`config.mk`:
```
export PLATFORM = sky130hd
export DESIGN_NAME = hp_controller
export DESIGN_NICKNAME = d
export VERILOG_FILES = /design/src/rtl/hp_controller.sv
export SDC_FILE = /design/constraint.sdc
export NUM_CORES = 1
export LEC_CHECK = 0
export BUFFER_PORTS_ARGS = -buffer_cell sky130_fd_sc_hd__buf_2
export CAP_MARGIN = 20
export CORE_MARGIN = 2
export CORE_UTILIZATION = 50
export CTS_CLUSTER_DIAMETER = 60
export DETAILED_ROUTE_END_ITERATION = 12
export PLACE_DENSITY_LB_ADDON = 0.05
export SETUP_SLACK_MARGIN = 0.1
export SLEW_MARGIN = 20
export SYNTH_ARGS = -nofsm -noshare
export SYNTH_HDL_FRONTEND = slang
export SYNTH_SLANG_ARGS = --single-unit
```
`constraint.sdc`:
```
create_clock -name Pclk -period 5.65 [get_ports Pclk]
set_input_delay 1.13 -clock Pclk [delete_from_list [all_inputs] [get_ports Pclk]]
set_output_delay 1.13 -clock Pclk [all_outputs]
set_load 0.05 [all_outputs]
```
`src/rtl/hp_controller.sv`:
```
// Player HP state, damage/heal arbitration, post-hit invulnerability timing,
// and a frame-stable HP bar width computed by a sequential restoring divider.
module hp_controller #(
    parameter int HP_MAX        = 20,
    parameter int BAR_W         = 100,
    parameter int INVULN_FRAMES = 60,
    parameter int BLINK_FRAMES  = 4
) (
    input  logic       Pclk,
    input  logic       rst_n,
    input  logic       frame_tick,
    input  logic       damage_req,
    input  logic [7:0] damage_amt,
    input  logic       heal_req,
    input  logic [7:0] heal_amt,
    input  logic       restart,
    output logic [7:0] hp,
    output logic [9:0] bar_fill,
    output logic       invuln,
    output logic       blink,
    output logic       dead,
    output logic       hit_ack
);

    // state   | meaning
    // ALIVE   | accepts damage and heal
    // INVULN  | post-hit grace period; damage ignored, frames counted
    // DEAD    | hp is 0; only restart leaves
    typedef enum logic [1:0] {S_ALIVE, S_INVULN, S_DEAD} state_t;

    localparam logic [7:0] HP_FULL      = 8'(HP_MAX);
    localparam logic [7:0] INV_LAST     = 8'(INVULN_FRAMES);
    localparam logic [7:0] BLINK_RELOAD = 8'(BLINK_FRAMES - 1);
    localparam logic [9:0] BAR_FULL     = 10'(BAR_W);
    localparam logic [3:0] DIV_START    = 4'd12;

    state_t     state;
    logic [7:0] frame_cnt;
    logic [7:0] blink_cnt;

    logic [7:0] hp_dmg;
    logic [8:0] heal_sum;
    logic [7:0] heal_hp;
    logic [8:0] dmg_heal_sum;
    logic [7:0] dmg_heal_hp;
    logic [7:0] frame_next;

    always_comb begin
        hp_dmg       = (hp > damage_amt) ? (hp - damage_amt) : 8'd0;
        heal_sum     = {1'b0, hp} + {1'b0, heal_amt};
        heal_hp      = (heal_sum > {1'b0, HP_FULL}) ? HP_FULL : heal_sum[7:0];
        dmg_heal_sum = {1'b0, hp_dmg} + {1'b0, (heal_req ? heal_amt : 8'd0)};
        dmg_heal_hp  = (dmg_heal_sum > {1'b0, HP_FULL}) ? HP_FULL : dmg_heal_sum[7:0];
        frame_next   = frame_cnt + 8'd1;
    end

    always_ff @(posedge Pclk or negedge rst_n) begin
        if (!rst_n) begin
            state     <= S_ALIVE;
            hp        <= HP_FULL;
            frame_cnt <= 8'd0;
            blink_cnt <= 8'd0;
            invuln    <= 1'b0;
            blink     <= 1'b0;
            dead      <= 1'b0;
            hit_ack   <= 1'b0;
        end else begin
            hit_ack <= 1'b0;
            if (restart) begin
                state     <= S_ALIVE;
                hp        <= HP_FULL;
                frame_cnt <= 8'd0;
                blink_cnt <= 8'd0;
                invuln    <= 1'b0;
                blink     <= 1'b0;
                dead      <= 1'b0;
            end else begin
                case (state)
                    S_ALIVE: begin
                        if (damage_req) begin
                            hit_ack <= 1'b1;
                            // a killing blow discards any same-cycle heal
                            if (hp_dmg == 8'd0) begin
                                hp    <= 8'd0;
                                state <= S_DEAD;
                                dead  <= 1'b1;
                            end else begin
                                hp        <= dmg_heal_hp;
                                state     <= S_INVULN;
                                invuln    <= 1'b1;
                                blink     <= 1'b0;
                                frame_cnt <= 8'd0;
                                blink_cnt <= BLINK_RELOAD;
                            end
                        end else if (heal_req) begin
                            hp <= heal_hp;
                        end
                    end
                    S_INVULN: begin
                        if (heal_req) hp <= heal_hp;
                        if (frame_tick) begin
                            if (frame_next == INV_LAST) begin
                                state     <= S_ALIVE;
                                invuln    <= 1'b0;
                                blink     <= 1'b0;
                                frame_cnt <= 8'd0;
                            end else begin
                                frame_cnt <= frame_next;
                                if (blink_cnt == 8'd0) begin
                                    blink     <= ~blink;
                                    blink_cnt <= BLINK_RELOAD;
                                end else begin
                                    blink_cnt <= blink_cnt - 8'd1;
                                end
                            end
                        end
                    end
                    S_DEAD: ;
                    default: state <= S_ALIVE;
                endcase
            end
        end
    end

    // Divider: cnt 12 forms the product, 11..2 produce one quotient bit each,
    // 1 publishes. Product >> 10 is always below HP_MAX, so 10 bits suffice.
    logic [3:0]  div_cnt;
    logic [7:0]  hp_snap;
    logic [7:0]  div_rem;
    logic [9:0]  div_q;
    logic [17:0] product;
    logic [8:0]  trial;
    logic        trial_ge;
    logic [7:0]  trial_sub;

    always_comb begin
        product   = {10'd0, hp_snap} * {8'd0, BAR_FULL};
        trial     = {div_rem, div_q[9]};
        trial_ge  = (trial >= {1'b0, HP_FULL});
        trial_sub = trial[7:0] - HP_FULL;
    end

    always_ff @(posedge Pclk or negedge rst_n) begin
        if (!rst_n) begin
            div_cnt  <= 4'd0;
            hp_snap  <= 8'd0;
            div_rem  <= 8'd0;
            div_q    <= 10'd0;
            bar_fill <= BAR_FULL;
        end else if (div_cnt == 4'd0) begin
            if (frame_tick) begin
                hp_snap <= hp;
                div_cnt <= DIV_START;
            end
        end else begin
            div_cnt <= div_cnt - 4'd1;
            if (div_cnt == DIV_START) begin
                div_rem <= product[17:10];
                div_q   <= product[9:0];
            end else if (div_cnt >= 4'd2) begin
                div_rem <= trial_ge ? trial_sub : trial[7:0];
                div_q   <= {div_q[8:0], trial_ge};
            end else begin
                bar_fill <= div_q;
            end
        end
    end

endmodule
```
# After elaboration in Yosys (flattened, before gate mapping)
# Cells that the tools add are included.
# totals
register_bits,70
input_bits,22
out_inout_bits,22
elab_cells,115
# classes
add_sub_neg,7
n_mul,1
magnitude_cmp,5
n_eq_ne,12
n_mux,55
bitwise_logic,4
n_reduce_logical,18
# op_table
cell,n
8-bit 2-to-1 mux,22
8-bit one-hot mux with 2 select lines,3
10-bit 2-to-1 mux,2
8-bit by 8-bit adder with 9-bit output,2
9-bit by 5-bit greater-than comparator with 1-bit output (second input constant),2
1-bit 2-to-1 mux,18
8-bit logical NOT,2
3-bit inequality test (second input constant),5
5-bit AND reduction,3
8-bit by 5-bit multiplier with 13-bit output (second input constant),1
2-bit 2-to-1 mux,5
9-bit by 5-bit >= comparator with 1-bit output (second input constant),1
8-bit by 1-bit adder with 8-bit output (second input constant),1
8-bit by 6-bit equality test with 1-bit output (second input constant),1
8-bit greater-than comparator,1
4-bit 2-to-1 mux,2
4-bit AND reduction,2
2-bit nonzero test,4
8-bit by 1-bit subtractor with 8-bit output (second input constant),1
8-bit by 5-bit subtractor with 8-bit output (second input constant),1
8-bit subtractor,1
2-bit one-hot mux with 3 select lines,1
3-bit AND reduction,2
4-bit equality test (second input constant),1
12 further kinds,18

# Longest topological paths before layout
# Gate-level depths: netlist of the first run.
# logic_depth
depth_word,9
mapped_depth,18
mapped_depth_nobuf,18

# Worst setup path after synthesis of the first run
# Ideal clock, no wire load.
# synth_timing
kind,in2reg
start,in damage_amt[0]
end,reg hp[1]
setup_time_ps,83
arrival_time_ps,4851
required_ps,5567
slack_ps,716
cell_stages,16
path_buffers,0
path_cell_list,ha_1 inv_1 fa_1 a211oi_1 nor3_1 a211oi_1 o21bai_2 nor2_1 ha_1 a21oi_1 o22ai_1 or3_1 a2111oi_2 nand3_1 or4_1 o22ai_1
# synth_between
elab_chain_len,9
word_cells_on_any_way,11
classes_between,add/sub (2); order compare (2); mux (6); reduce/logical (1)
# synth_rtl
element,line,text
start: declaration,13,"input logic [7:0] damage_amt,"
8-bit subtractor / 8-bit greater-than comparator (equally long branches),49,hp_dmg = (hp > damage_amt) ? (hp - damage_amt) : 8'd0;
8-bit 2-to-1 mux (*),49,
8-bit by 8-bit adder with 9-bit output,52,"dmg_heal_sum = {1'b0, hp_dmg} + {1'b0, (heal_req ? heal_amt : 8'd0)};"
9-bit by 5-bit greater-than comparator with 1-bit output,53,"dmg_heal_hp = (dmg_heal_sum > {1'b0, HP_FULL}) ? HP_FULL : dmg_heal_sum[7:0];"
8-bit 2-to-1 mux,53,
8-bit 2-to-1 mux (*),83,if (hp_dmg == 8'd0) begin
8-bit 2-to-1 mux (*),80,if (damage_req) begin
8-bit one-hot mux with 2 select lines (*),78,case (state)
8-bit 2-to-1 mux (*),69,if (restart) begin
end signal: assignment,88,hp <= dmg_heal_hp;
end signal: assignment,96,hp <= heal_hp;
end signal: assignment,100,if (heal_req) hp <= heal_hp;
end: declaration,17,"output logic [7:0] hp,"
# Mark *: on every way between the ends. The rest lies on a longest branch, timed or not.
# A chain may end at the register's enable or synchronous reset.

# Worst setup path in the final report of the first run
# Same ends and word-level chain as after synthesis.

==> key figures, run 1 <==
STA
  • Final Max Tran Viols: 0
  • Min Tclk post-route: ~5000 ps
  • Tcrit/Tclk final: between 80 and 90%
  • Min Hold Slack: ~500 ps
  • Final Hold Viols: 0
  • Slew margin rel.: between 30% and 40%
  • Number of endpoints failing setup at the final stage: 0
  • Slew @ Worst Pin: roughly 1000 ps
  • Maximum clock rate: 199 MHz
  • RSZ-0062 raised after global routing: no
  • Setup_tns: 0 ps
  • PnR worst setup slack: 617 ps
  • Final setup skew: between 15 and 20 ps

Worst setup path
  • Worst path cell trace: buf_2, ha_1, inv_1, fa_1, a211oi_1, nor3_1, a211oi_1, o21bai_2, nor2_1, ha_1, a21oi_1, o22ai_1, or3_1, a2111oi_2, nand3_1, or4_1, o22ai_1
  • Worst-path fanout max: 9
  • Reg2Reg Depth: 17
  • CP startpoint: damage_amt[0]
  • Critical path launch point type: input port
  • Crit path largest cell delay: between 500 and 600 ps
  • FF-to-FF setup slack: between 900 and 1000 ps
  • CP Capture Type: register
  • Critical path's slowest cell: or4_1
  • Req. time, crit path: just under 6000 ps
  • Reg-to-reg endpoint: hp[1]
  • R2r startpoint: hp[0]
  • Critical setup path kind: input port to register
  • Worst Path Arrival: about 5300 ps

Logic synthesis
  • Yosys top cell by area: dfrtp_1
  • Synth async-reset ratio: 100%
  • Main synth FF type: dfrtp_1
  • Mapped Area: between 5000 and 6000 um^2
  • Syn avg cell area: ~9.4 um^2
  • Synth warn: 0
  • Synth unique cells: 63
  • Cells after Synth: between 500 and 600
  • Synth Net Count: roughly 640
  • Top cell type's share of synthesized area: between 30% and 40%
  • Register bit count reported by yosys: 70
  • Register area share after synthesis: 34.0%
  • Post-synth EDFFs: 0
  • Synth area leaders: dfrtp_1, ha_1, mux2_2

CTS
  • CTS Buf Count: 9
  • Root Buffer: clkbuf_8
  • Longest Clk Path Bufs: 2
  • Sinks on Clock Net: 70
  • TritonCTS clock tree: built
  • Clk Latency, worst-skew pair: ~340 ps
  • Worst-path clk slew: around 80 ps
  • Post CTS Setup Buffer Count: 0
  • Post-cts sizing count: 0
  • Hold-fix buffers, CTS: 0
  • Number of H-tree levels: 3

GRT
  • First-pass GRT wire length: 20.1 mm
  • Number of global-route vias before repair: ~4200
  • Largest net degree at the start of global routing: 45
  • All-Layer GR Usage: 22.1%
  • Gr ovfl total: 0
  • Initial antenna violation count: 0

Power and ir drop
  • Register share of total power: 33.8%
  • Clock power share: a little under a fifth
  • Comb pwr share: 47.2%
  • Int Power: 1.37 mW
  • Pwr Total: 2.38 mW
  • Switching pwr: roughly 1.0 mW
  • Sw Share: 42.1%
  • Pwr Density: 413 nW/um^2
  • Leakage: roughly 2.8 nW
  • Worst IR drop on VDD: between 0.15 and 0.2 mV

Floorplanning
  • Die footprint: 11200 um^2
  • Starting density of the core: about half
  • Chip Width: between 100 and 150 um
  • Core area: a little over 10000 um^2
  • DIE HEIGHT: roughly 110 um
  • I/O Pins: 44
  • Cell row count: 37

Placed design
  • GP Congestion: about 0.85
  • Placed cell count: around 720
  • Area after DPL: roughly 5500 um^2
  • DP HPWL: 8.90 mm
  • Post-placement setup slack: between 300 and 400 ps
  • IO Port Bufs: 43

Drt
  • DRT antenna net count: 0
  • Post-DR vias/cell: between 5 and 6
  • Starting DRT DRC Count: approximately 180
  • WL per Instance: 15.6 um
  • Total wire length: roughly 11 mm
  • Via count: 4241
  • DRC: 0
  • TritonRoute pass-1 iters: 5

Cells and area
  • Final Instance Area: roughly 5800 um^2
  • Final #Nets: 680
  • Finished Layout Cells: 735
  • Layout overhead on the synthesized area: 11.1%
  • Utilization after layout: 56.5%
  • Register Area: 1760 um^2
  • Filler cells: around 940
  • Footprint of the multi-input gates: ~3200 um^2
  • Fraction of layout cells with a size suffix above 1: between 10% and 20%
  • N_diodes: 0

Hold path
  • Hold depth: 1
  • Min-delay src: blink_cnt[6]
  • Hold Path End: blink_cnt[6]
  • Min-delay worst type: register to register

Flow run
  • Max-cap violation count: 0

Status
  • Status: finished, final reports clean
placed cells by master, fill, tap and decap left out, types with 7 or more instances in the layout:
cell,count
inv_1,41
nor2_1,45
xnor2_1,15
and3_1,9
xor2_1,8
o21a_1,8
nand2_1,37
ha_1,58
a31oi_1,8
and2_1,15
clkbuf_8,9
a211oi_1,7
o21ai_0,20
buf_2,43
nand2b_1,7
mux2_2,19
dfrtp_1,65
a21oi_1,27
nor3_1,14
a22oi_1,9
or3_1,8
kinds of logic (layout without fill, tap and decap cells):
kind of cell	count (synthesis)	count (layout)	share of synthesized area, %
AND/OR/NAND/NOR	175	175	17.2
XOR/XNOR	23	23	3.89
AO/OA/AOI/OAI	143	143	19.9
multiplexers	21	21	4.52
flip-flops	70	70	34.0
buffers and inverters	53	103	4.23
adder cells (fa/ha/maj)	64	64	16.3
Yosys cell counts (2+ instances only):
library cell  count
a2111oi_0         2
a211oi_1          7
a21boi_0          2
a21o_1            6
a21oi_1          27
a221o_1           6
a221oi_1          4
a22o_1            5
a22oi_1           9
a31oi_1           8
and2_1           15
and3_1            9
clkbuf_1         10
clkbuf_8          2
dfrtp_1          65
dfstp_2           5
fa_1              6
ha_1             58
inv_1            41
mux2_2           19
mux2i_1           2
nand2_1          37
nand2b_1          7
nand3_1           6
nand4_1           6
nor2_1           45
nor2b_1           6
nor3_1           15
nor3b_1           4
nor4_1            4
o2111a_1          2
o211ai_1          3
o21a_1            8
o21ai_0          20
o21bai_1          6
o22a_1            3
o22ai_1           6
o2bb2ai_1         2
o31ai_1           5
or2_2             3
or3_1             8
or4_1             3
xnor2_1          15
xor2_1            8
per-layer routing:
layer	GRT usage [%]	up-vias	share of wire, %
met3	2.72	12	3.8
met5	0	-	0
li1	-	2099	-
met2	37.1	77	49
met1	30.2	2053	46
met4	6.20	0	1.2
worst max path at each step:
stage	slack (ps)	cells after the start	to
6_report	620	17	hp[1]
5_1_grt	300	17	hp[0]
4_1_cts	650	17	hp[0]
3_5_place_dp	300	17	hp[0]
3_3_place_gp	470	17	hp[0]
2_1_floorplan	720	16	hp[1]
cell type report:
cell class | count | area share [%]
inverters | 41 | 2.68
multi-input cells | 426 | 55.8
flip-flops and latches | 70 | 30.6
repair buffers | 46 | 4.13
clock inverters | 6 | 1.63
well taps | 136 | 2.96
clock buffers | 10 | 2.22
state kept, by name, indices dropped and copies added (netlist names), 2 cells and up:
name       cells
hp_snap        8
state          2
bar_fill      10
div_cnt        4
div_q         10
div_rem        8
blink_cnt      8
frame_cnt      8
hp             8
worst max-delay path, delay by kind of cell:
| family | cells | cell delay [ps] |
|---|---|---|
| simple gates | 5 | 1330 |
| buf+inv | 2 | 150 |
| compound gates | 7 | 1750 |
| fa+ha+maj | 3 | 920 |
power groups by stage:
stage	clock network, mW	registers [mW]	logic [mW]
3_3_place_gp	0	0.804	1.11
4_1_cts	0.465	0.800	1.13
6_report	0.452	0.803	1.12
2_1_floorplan	0	0.907	0.770
3_5_place_dp	0	0.809	1.13
5_1_grt	0.487	0.829	1.28
(Power assumes the default switching activity.)
==> run 2: changes to the inputs <==
==> constraint.sdc (replaced) <==
create_clock -name Pclk -period 5.9 [get_ports Pclk]
set_input_delay 0.59 -clock Pclk [delete_from_list [all_inputs] [get_ports Pclk]]
set_output_delay 0.59 -clock Pclk [all_outputs]
set_load 0.05 [all_outputs]
==> key figures, run 2 (same netlist as run 1, synthesis figures left out) <==
CTS
  • CTS Buf Count: 9 (unchanged)
  • Hold-fix buffers, CTS: 0 (unchanged)
  • Sinks on Clock Net: 70 (unchanged)
  • TritonCTS clock tree: built (unchanged)
  • Longest Clk Path Bufs: 2 (unchanged)
  • Root Buffer: clkbuf_8 (unchanged)
  • Post CTS Setup Buffer Count: 0 (unchanged)
  • Post-cts sizing count: 0 (unchanged)
  • Number of H-tree levels: 3 (unchanged)
  • Clk Latency, worst-skew pair: 340 ps (about the same)
  • Worst-path clk slew: 80 ps (about the same)

Cells and area
  • Layout overhead on the synthesized area: 11.1% (about the same)
  • N_diodes: 0 (unchanged)
  • Most frequent cells in the layout: dfrtp_1, ha_1, nor2_1 (unchanged)
  • Biggest regs: bar_fill x10, div_q x10 (unchanged)
  • Final #Nets: 680 (unchanged)
  • Fraction of layout cells with a size suffix above 1: 16.2% (unchanged)
  • Commonest non-fill, non-tap cell in the layout: dfrtp_1 (unchanged)
  • Finished Layout Cells: 735 (unchanged)
  • Filler cells: 940 (was 943)

Worst setup path
  • Req. time, crit path: 6150 ps (was 5900 ps)
  • Worst-path fanout max: 9 (unchanged)
  • Cell family with most CP delay: compound AO/OA/AOI/OAI gates (unchanged)
  • CP Buf/Inv Count: 2 (unchanged)
  • Worst Path Arrival: 5090 ps (was 5290 ps)
  • Worst path cell trace: inv_1, ha_1, inv_1, fa_1, a211oi_1, nor3_1, a211oi_1, o21bai_2, nor2_1, ha_1, a21oi_1, o22ai_1, or3_1, a2111oi_2, nand3_1, or4b_1, o22ai_1 (was buf_2, ha_1, inv_1, fa_1, a211oi_1, nor3_1, a211oi_1, o21bai_2, nor2_1, ha_1, a21oi_1, o22ai_1, or3_1, a2111oi_2, nand3_1, or4_1, o22ai_1)
  • Critical path launch point type: register (was input port)
  • Crit path largest cell delay: 550 ps (about the same)
  • Critical setup path kind: register to register (was input port to register)
  • Critical path's slowest cell: or4b_1 (was or4_1)
  • CP Capture Type: register (unchanged)

GRT
  • All-Layer GR Usage: 21.7% (was 22.1%)
  • Largest net degree at the start of global routing: 71 (was 45)
  • Gr ovfl total: 0 (unchanged)
  • Number of global-route vias before repair: 4139 (was 4218)
  • Initial antenna violation count: 0 (unchanged)
  • First-pass GRT wire length: 19.5 mm (was 20.1 mm)

Floorplanning
  • I/O Pins: 44 (unchanged)
  • Core area: 10200 um^2 (unchanged)
  • Die footprint: 11200 um^2 (unchanged)
  • Cell row count: 37 (unchanged)
  • Chip Width: 106 um (unchanged)
  • Starting density of the core: 50.8% (unchanged)
  • DIE HEIGHT: 106 um (unchanged)

STA
  • Tcrit/Tclk final: about 80%
  • Slew margin rel.: 29.2% (was 32.0%)
  • Slew @ Worst Pin: 1060 ps (was 1020 ps)
  • Final setup skew: 19.4 ps (was 15.4 ps)
  • Number of endpoints failing setup at the final stage: 0 (unchanged)
  • Min Tclk post-route: 4840 ps
  • Final Max Tran Viols: 0 (unchanged)
  • Maximum clock rate: between 200 and 250 MHz
  • RSZ-0062 raised after global routing: no (unchanged)
  • Final Hold Viols: 0 (unchanged)
  • Setup_tns: 0 ps (unchanged)

Drt
  • TritonRoute pass-1 iters: 4 (was 5)
  • Starting DRT DRC Count: 201 (was 175)
  • Post-DR vias/cell: 5.76 (was 5.77)
  • WL per Instance: 15.6 um (about the same)
  • Via count: 4234 (was 4241)
  • DRC: 0 (unchanged)
  • DRT antenna net count: 0 (unchanged)
  • Total wire length: 11.4 mm (was 11.5 mm)

Hold path
  • Min-delay worst type: input port to async pin (was register to register)

Status
  • Status: finished, final reports clean (unchanged)

Flow run
  • Max-cap violation count: 0 (unchanged)

Placed design
  • DP HPWL: 8.78 mm (was 8.90 mm)
  • IO Port Bufs: 43 (unchanged)
  • Placed cell count: 719 (unchanged)
  • GP Congestion: 0.886 (was 0.849)

Power and ir drop
  • Pwr Density: 398 nW/um^2 (was 413 nW/um^2)
  • Leakage: 2.79 nW (about the same)
  • Worst IR drop on VDD: 0.185 mV (was 0.174 mV)
## run 2: changes by cell type in the layout (fill, tap and decap cells not counted), sizes merged
cell	change
clkinv	+1
inv	-1
## run 2: metrics by stage
step | cell area, um^2 | power, mW | util (%) | hold WS [ps] | worst slack, ps
detailed placement | 5530 | 1.87 | 54.3 | 480 | 946
global placement | 5520 | 1.83 | 54.2 | 468 | 1070
finish | 5750 | 2.29 | 56.5 | 439 | 1060
floorplan | 5180 | 1.61 | - | 294 | 1370
global route | 5750 | 2.48 | 56.5 | 506 | 708
CTS | 5750 | 2.31 | 56.5 | 476 | 1080
## run 2: cell type report
type / count / area [um^2] / area share (%)
multi-input cells: 426 / 3210 / 55.7
flip-flops and latches: 70 / 1760 / 30.6
repair buffers: 46 / 241 / 4.20
well taps: 136 / 170 / 2.96
inverters: 41 / 154 / 2.68
clock buffers: 10 / 128 / 2.22
clock inverters: 6 / 93.8 / 1.63
## run 2: per-layer routing
layer | vias up | wire length, um | track usage (%)
li1 | 2107 | - | -
met1 | 2046 | 5380 | 28.7
met2 | 72 | 5580 | 37.0
met3 | 9 | 381 | 3.65
met4 | 0 | 110 | 5.36
met5 | - | 0 | 0
## run 2: worst register-to-register path, cell delays in order (launching register included)
cell and delay, ps:
dfrtp_1 440, inv_1 110, ha_1 170, inv_1 60
fa_1 390, a211oi_1 430, nor3_1 100, a211oi_1 360
o21bai_2 300, nor2_1 120, ha_1 370, a21oi_1 160
o22ai_1 140, or3_1 340, a2111oi_2 350, nand3_1 230
or4b_1 550, o22ai_1 150
## run 2: path summary, 6_finish.rpt
check	from	cells after the start	end	slack [ps]
worst min register to register	blink	1	blink	490
worst max-delay path	hp[0]	17	hp[3]	1060
worst min-delay path	rst_n	2	hp_snap[7]	440
min in group Pclk	blink	1	blink	490
max in group asynchronous	rst_n	2	div_cnt[2]	4860
worst max register to register	hp[0]	17	hp[3]	1060
## run 2: power by group
part	switching (mW)	leakage [nW]	internal, mW	total (mW)
Sequential	0.135	0.891	0.629	0.764
Combinational	0.639	1.80	0.453	1.09
Clock	0.190	0.107	0.241	0.431
Total	0.964	2.79	1.32	2.29
